<file path="src/rtl/op_imm_sequencer.sv">
// op_imm_sequencer
//
// Issue and writeback sequencer for RV32I OP-IMM instructions. It owns a
// 32x32 register file and sits on both ends of the register-immediate ALU.
// An instruction is accepted in IDLE and its fields are decoded. The ALU
// operands are registered in READ, and the ALU is enabled for the single
// EXEC cycle. The ALU result is written back to rd at the edge that ends WB.
//
// Ports:
//   clock                  core clock, rising edge
//   reset_n                asynchronous active-low reset
//   instr_valid / instr    instruction word and its valid flag
//   instr_ready            high only in IDLE
//   alu_enable             one-cycle ALU enable (EXEC)
//   alu_funct3             funct3 of the instruction in flight
//   alu_rs1_value          register file value of rs1 (x0 reads 0)
//   alu_immediate12_itype  sign-extended I-type immediate
//   alu_rd_value           ALU result, sampled only in WB
//   done                   high during WB
//   illegal_instr          one-cycle pulse after a rejected handshake
//   dbg_addr / dbg_data    combinational debug read port (x0 reads 0)

module op_imm_sequencer #(
    parameter int          XLEN          = 32,
    parameter logic [6:0]  OPCODE_OP_IMM = 7'b0010011
) (
    input  logic            clock,
    input  logic            reset_n,
    input  logic            instr_valid,
    output logic            instr_ready,
    input  logic [31:0]     instr,
    output logic            alu_enable,
    output logic [2:0]      alu_funct3,
    output logic [XLEN-1:0] alu_rs1_value,
    output logic [XLEN-1:0] alu_immediate12_itype,
    input  logic [XLEN-1:0] alu_rd_value,
    output logic            done,
    output logic            illegal_instr,
    input  logic [4:0]      dbg_addr,
    output logic [XLEN-1:0] dbg_data
);

    typedef enum logic [1:0] {
        IDLE = 2'd0,
        READ = 2'd1,
        EXEC = 2'd2,
        WB   = 2'd3
    } state_t;

    state_t state;
    state_t next_state;

    // Fields of the accepted instruction, held until writeback
    logic [2:0]  funct3_q;
    logic [4:0]  rs1_q;
    logic [4:0]  rd_q;
    logic [11:0] imm_q;

    logic [XLEN-1:0] regs [32];

    logic handshake;
    logic legal;
    logic [XLEN-1:0] rs1_read;

    assign handshake = instr_valid && instr_ready;

    // Shifts (funct3 1 and 5) belong to a different unit and are rejected here
    assign legal = (instr[6:0] == OPCODE_OP_IMM) &&
                   (instr[14:12] != 3'd1) && (instr[14:12] != 3'd5);

    assign rs1_read = (rs1_q == 5'd0) ? '0 : regs[rs1_q];
    assign dbg_data = (dbg_addr == 5'd0) ? '0 : regs[dbg_addr];

    // State register
    always_ff @(posedge clock or negedge reset_n) begin
        if (!reset_n) begin
            state <= IDLE;
        end else begin
            state <= next_state;
        end
    end

    // Next-state and the control strobes. alu_enable and done are decoded
    // straight from the state, so they drop asynchronously with reset.
    always_comb begin
        next_state  = state;
        instr_ready = 1'b0;
        alu_enable  = 1'b0;
        done        = 1'b0;
        case (state)
            IDLE: begin
                instr_ready = 1'b1;
                if (handshake && legal) begin
                    next_state = READ;
                end
            end
            READ: begin
                next_state = EXEC;
            end
            EXEC: begin
                alu_enable = 1'b1;
                next_state = WB;
            end
            WB: begin
                done       = 1'b1;
                next_state = IDLE;
            end
            default: begin
                next_state = IDLE;
            end
        endcase
    end

    // Capture the decoded fields on a handshake. A rejected instruction
    // only produces the illegal pulse in the following cycle.
    always_ff @(posedge clock or negedge reset_n) begin
        if (!reset_n) begin
            funct3_q      <= '0;
            rs1_q         <= '0;
            rd_q          <= '0;
            imm_q         <= '0;
            illegal_instr <= 1'b0;
        end else begin
            illegal_instr <= handshake && !legal;
            if (handshake && legal) begin
                funct3_q <= instr[14:12];
                rs1_q    <= instr[19:15];
                rd_q     <= instr[11:7];
                imm_q    <= instr[31:20];
            end
        end
    end

    // ALU operands are loaded at the edge ending READ and held otherwise
    always_ff @(posedge clock or negedge reset_n) begin
        if (!reset_n) begin
            alu_funct3            <= '0;
            alu_rs1_value         <= '0;
            alu_immediate12_itype <= '0;
        end else if (state == READ) begin
            alu_funct3            <= funct3_q;
            alu_rs1_value         <= rs1_read;
            alu_immediate12_itype <= {{(XLEN-12){imm_q[11]}}, imm_q};
        end
    end

    // Register file. x0 is never written, so it stays at its reset value
    // of zero; a reset during WB wins over the pending write.
    always_ff @(posedge clock or negedge reset_n) begin
        if (!reset_n) begin
            for (int i = 0; i < 32; i++) begin
                regs[i] <= '0;
            end
        end else if ((state == WB) && (rd_q != 5'd0)) begin
            regs[rd_q] <= alu_rd_value;
        end
    end

endmodule
</file>
<file path="config.mk">
export PLATFORM = sky130hd
export DESIGN_NAME = op_imm_sequencer
export DESIGN_NICKNAME = d
export VERILOG_FILES = /design/src/rtl/op_imm_sequencer.sv
export SDC_FILE = /design/constraint.sdc
export NUM_CORES = 2
export LEC_CHECK = 0
export CAP_MARGIN = 25
export CELL_PAD_IN_SITES_DETAIL_PLACEMENT = 1
export CELL_PAD_IN_SITES_GLOBAL_PLACEMENT = 1
export CORE_UTILIZATION = 55
export CTS_CLUSTER_DIAMETER = 50
export DETAILED_ROUTE_END_ITERATION = 10
export GPL_TIMING_DRIVEN = 0
export PLACE_DENSITY_LB_ADDON = 0.1
export SLEW_MARGIN = 20
export SYNTH_ARGS = -nofsm -noshare
export SYNTH_HDL_FRONTEND = slang
export SYNTH_SLANG_ARGS = --single-unit
</file>
<file path="constraint.sdc">
create_clock -name clock -period 5 [get_ports clock]
set_clock_uncertainty 0.1 [all_clocks]
set_input_delay 1 -clock clock [delete_from_list [all_inputs] [get_ports clock]]
set_output_delay 1 -clock clock [all_outputs]
set_load 0.02 [all_outputs]
</file>
# Word-level counts from Yosys, hierarchy flattened
# Index checks and enable logic that the tools add are counted.
# Widths: inputs -> output; s select.
dict set report totals {
  register_bits 1099
  latch_bits 0
  ram_bits 0
  mem_bits_ro 0
  input_bits 72
  output_inout_bits 103
  wordCells 83
  memories 0
}
dict set report op_classes {
  addsub 0
  multipliers 0
  div 0
  magnitude_cmp 4
  n_eq_ne 7
  shift 0
  muxes 16
  bitwise_logic 3
  n_reduce_logical 12
}
# operator count
set op_table {}
lappend op_table {{$bwmux 1024} 1}
lappend op_table {{$bmux 32 s5} 2}
lappend op_table {{$mux 32} 7}
lappend op_table {{$demux 32 s5} 1}
lappend op_table {{$ge 6x6->1 const B} 3}
lappend op_table {{$not 5->6} 3}
lappend op_table {{$logic_not 5->1} 2}
lappend op_table {{$pmux 2 s4} 1}
lappend op_table {{$eq 7x5->1 const B} 1}
lappend op_table {{$logic_and 1x1->1} 7}
lappend op_table {{$lt 6x1->1 const B} 1}
lappend op_table {{$reduce_bool 5->1} 1}
lappend op_table {{$eq 2x2->1 const B} 2}
lappend op_table {{$mux 1} 3}
lappend op_table {{$ne 3x1->1 const B} 1}
lappend op_table {{$ne 3x3->1 const B} 1}
lappend op_table {{$eq 2x1->1 const B} 1}
lappend op_table {{$logic_not 2->1} 1}
lappend op_table {{$mux 2} 1}
lappend op_table {{$ne 2x2->1 const B} 1}
lappend op_table {{$logic_not 1->1} 1}

# Logic depth before layout (Yosys ltp)
dict set report logic_depth {
  ltp_word 6
  depth_mapped 9
  depth_no_buf 6
}

# Worst setup path after synthesis
# OpenSTA, ideal clock, no wires.
dict set report synth_path {
  path_type {input to output}
  start {in dbg_addr[1]}
  end {out dbg_data[11]}
  t_arrival_ps 2813
  required_ps 3900
  slack_ps 1087
  stages 7
  n_path_buf 3
  path_cell_list {buf_2 -> clkbuf_1 -> buf_1 -> mux4_2 -> mux4_2 -> a2bb2oi_1 -> o21ai_1}
}
dict set report synth_between {
  elab_chain_len 5
  word_cells_on_any_way 6
  cone_classes {4 x mux; 1 x bitwise; 1 x reduce/logical}
}
# element line_no
set synth_lines {}
lappend synth_lines {{from (decl)} 39} ;# input logic [4:0] dbg_addr,
lappend synth_lines {{$not 5->6 (implied by the code)} 72} ;# assign dbg_data = (dbg_addr == 5'd0) ? '0 : regs[dbg_addr];
lappend synth_lines {{$bmux 32 s5} 72}
lappend synth_lines {{$mux 32 (implied by the code) (2 in series)} 72}
lappend synth_lines {{$mux 32 *} 72}
lappend synth_lines {{to (decl)} 40} ;# output logic [XLEN-1:0] dbg_data
# Mark *: on every way between the ends. The rest lies on a longest branch, timed or not. The select of a mux whose other input is x is not followed.

# Final worst setup path
dict set report layout_path {
  start {in dbg_addr[1]}
  end {out dbg_data[24]}
}
# The elaborated chain is that of the path after synthesis.

==> flow_summary.toml <==
[cts]
h-tree-depth = 4
cts_setup_buffers = 0
clk_latency_ns = 0.74
ctsHoldBuffers = 0
cts_root_buffer = "clkbuf_16"
cts_buffer_depth = 3
cts.sinks = 1099
numCtsBuffers = 140
tritoncts = "done"
clkTransAtPathRegs_ns = 0.05

[global_routing]
grt_first_pass_wirelength_mm = 278
grt_pass1_vias = 40000
grt_use_total_pct = 36.7
overflow = 0
antenna_found_initial = 8
grt_max_degree = 140

[synthesis]
yosys_most_used_dff = "dfrtp_1"
synth_mux_area_share_pct = 43.2
async_flop_share_pct = 100
postSynthCellCount = 3773
yosys_register_bits = 1099
synth_top_family_by_area = "multiplexers"
synth-edff-count = 0
synth_top_area_share_pct = 48.1
yosysWarnings = 0
yosysMostFrequentCell = "dfrtp_1"
synth_top_area_cell = "dfrtp_1"
synth_area_leaders = "dfrtp_1, mux2_2, mux4_2, mux2i_1, clkbuf_1"
synth_area_um2 = 57100
yosysSeqAreaShare_pct = 48.1
netlist_top_cells_count = "dfrtp_1, mux2_2, mux4_2"
synthSimpleGateAreaFrac_pct = 1.91
synth-compound-area-share_pct = 3.15
synthDistinctLibCells = 44
synth_fa_ha_area_share_pct = 0.110
synth_nets = 3850
synth_xor_area_share_pct = 0
syn_avg_cell_area_um2 = 15.1

[power_and_ir_drop]
irDropWorstVdd_mv = 0.267
total_power_mw = 24.1
power_density_nw_per_um2 = 367
p_leak_nw = 27.9

[timing]
setup_viol = 0
post-route-period-util_pct = 100
hold_violations = 0
fin_crit_ns = 5.00
holdWs_ns = 0.0523
fmax_ghz = 0.200
tns_ns = 0
slew_violations = 0
rsz0062_at_grt = "false"
worstMarginPinSlew_ns = 1.05
relSlewSlack_pct = 29.9

[route]
first_pass_iters = 5
drc = 0
drt_iter0_drc = 3490
detail-route-antenna-nets = 0
vias_per_cell = 6.80
vias = 37800
wirelength_mm = 187
wl_per_cell_um = 33.7

[place]
gp_congestion = 0.915
dpl.hpwl_mm = 135
port_buffers = 169
postPlaceCellArea_um2 = 60800

[critical_path]
setup.worst_path.start = "dbg_addr[1]"
r2r_cells = 7
r2r_start = "rs1_q[2]"
end_kind = "primary output"
crit_arrival_ns = 3.90
crit_fanout = 10
required_ns = 3.90
critical_path_class = "input port to primary output"
cp-start-kind = "input port"

[die]
num_rows = 117
ios = 175
die_w_um = 324
start_util_pct = 55.8
die_y_um = 324
design.core.area_um2 = 102000
dieArea_um2 = 105000

[finish]
fin_util_pct = 64.2
fillers = 9086
final_cell_area_um2 = 65700
syn_to_final_growth_pct = 15.0
nets = 4171
multi_input_area_um2 = 27700
drive_above_1_share_pct = 45.8
seqCellArea_um2 = 27500

[run_status]
outcome = "finished, final reports clean"

[worst_hold_path]
hp-class = "input port to asynchronous set/reset pin"

[flow_run]
maxCapViolCount = 0
## cell type report
| type | count | area share (%) |
|---|---|---|
| diodes | 3 | 0.0114 |
| repair buffers | 179 | 2.98 |
| flip-flops and latches | 1099 | 41.9 |
| well taps | 1368 | 2.60 |
| clock buffers | 186 | 6.06 |
| multi-input cells | 2232 | 42.2 |
| clock inverters | 50 | 1.02 |
| inverters | 3 | 0.0171 |
| plain buffers | 439 | 3.25 |
## worst max-delay path, stage by stage
cell             delay (ns)
buf_2                  0.17
clkbuf_4               0.30
buf_2                  0.36
mux4_2                 0.41
mux4_2                 0.57
a2bb2oi_2              0.35
o21ai_1                0.15
clkdlybuf4s50_1        0.57
## through the flow
step                setup slack [ns]  std cells
finish                       0.00238       5559
global placement              -48.21       5310
global route                 0.00546       5556
floorplan                       1.09       3773
CTS                          -0.0150       5556
detailed placement            -0.842       5320
## registers in the layout, summed over array words and instances, names as in the netlist
register / cells
imm_q: 12
alu_rs1_value: 32
state: 2
alu_funct3: 3
regs: 1024
rd_q: 5
alu_immediate12_itype: 12
illegal_instr: 1
funct3_q: 3
rs1_q: 5
## routing by layer
metal  part of all wire (%)  GRT usage [%]  vias to the layer above
li1                       -              -                    15100
met1                     42           53.6                    20800
met2                     45           54.1                     1644
met3                    8.8           8.31                      294
met4                    3.5           13.1                        6
met5                  0.020              0                        -
## placed cells by master, fill, tap and decap left out, types with 30 or more instances in the layout
| cell | n |
|---|---|
| clkbuf_16 | 145 |
| o22ai_1 | 62 |
| nor2_1 | 81 |
| o211ai_1 | 31 |
| a2111oi_0 | 33 |
| nand2b_1 | 35 |
| a22o_1 | 30 |
| a21oi_1 | 31 |
| dfrtp_1 | 1099 |
| clkbuf_1 | 256 |
| mux4_2 | 450 |
| buf_2 | 58 |
| o21ai_1 | 33 |
| buf_4 | 48 |
| clkdlybuf4s50_1 | 168 |
| or4_1 | 32 |
| buf_1 | 50 |
| mux2i_1 | 254 |
| mux2_2 | 1065 |
## final timing paths
kind | end | slack, ns
setup / recovery | dbg_data[24] | 0.002
hold / removal | alu_immediate12_itype[8] | 0.05
setup reg to reg | alu_rs1_value[6] | 1.28
hold reg to reg | regs[1000] | 0.38
max in group asynchronous | regs[202] | 1.98
min in group clock | regs[1000] | 0.38
## power breakdown
group	total (mW)	switching (mW)	internal (mW)	leakage [nW]
Combinational	3.76	1.96	1.80	11.3
Sequential	10.0	0.528	9.52	14.2
Clock	10.3	3.99	6.34	2.29
Total	24.1	6.48	17.7	27.9
## kinds of logic after synthesis
kind of cell	after synthesis
flops	1099
mux	1769
buf+inv	442
simple gates	203
fa+ha+maj	5
compound gates	255
## what timing repair did
action / CTS / global route
cloned: 0 / 0
gates resized for setup: 70 / 19
endpoints found under the setup margin: 32 / 21
Power figures use the tool's default switching activity.
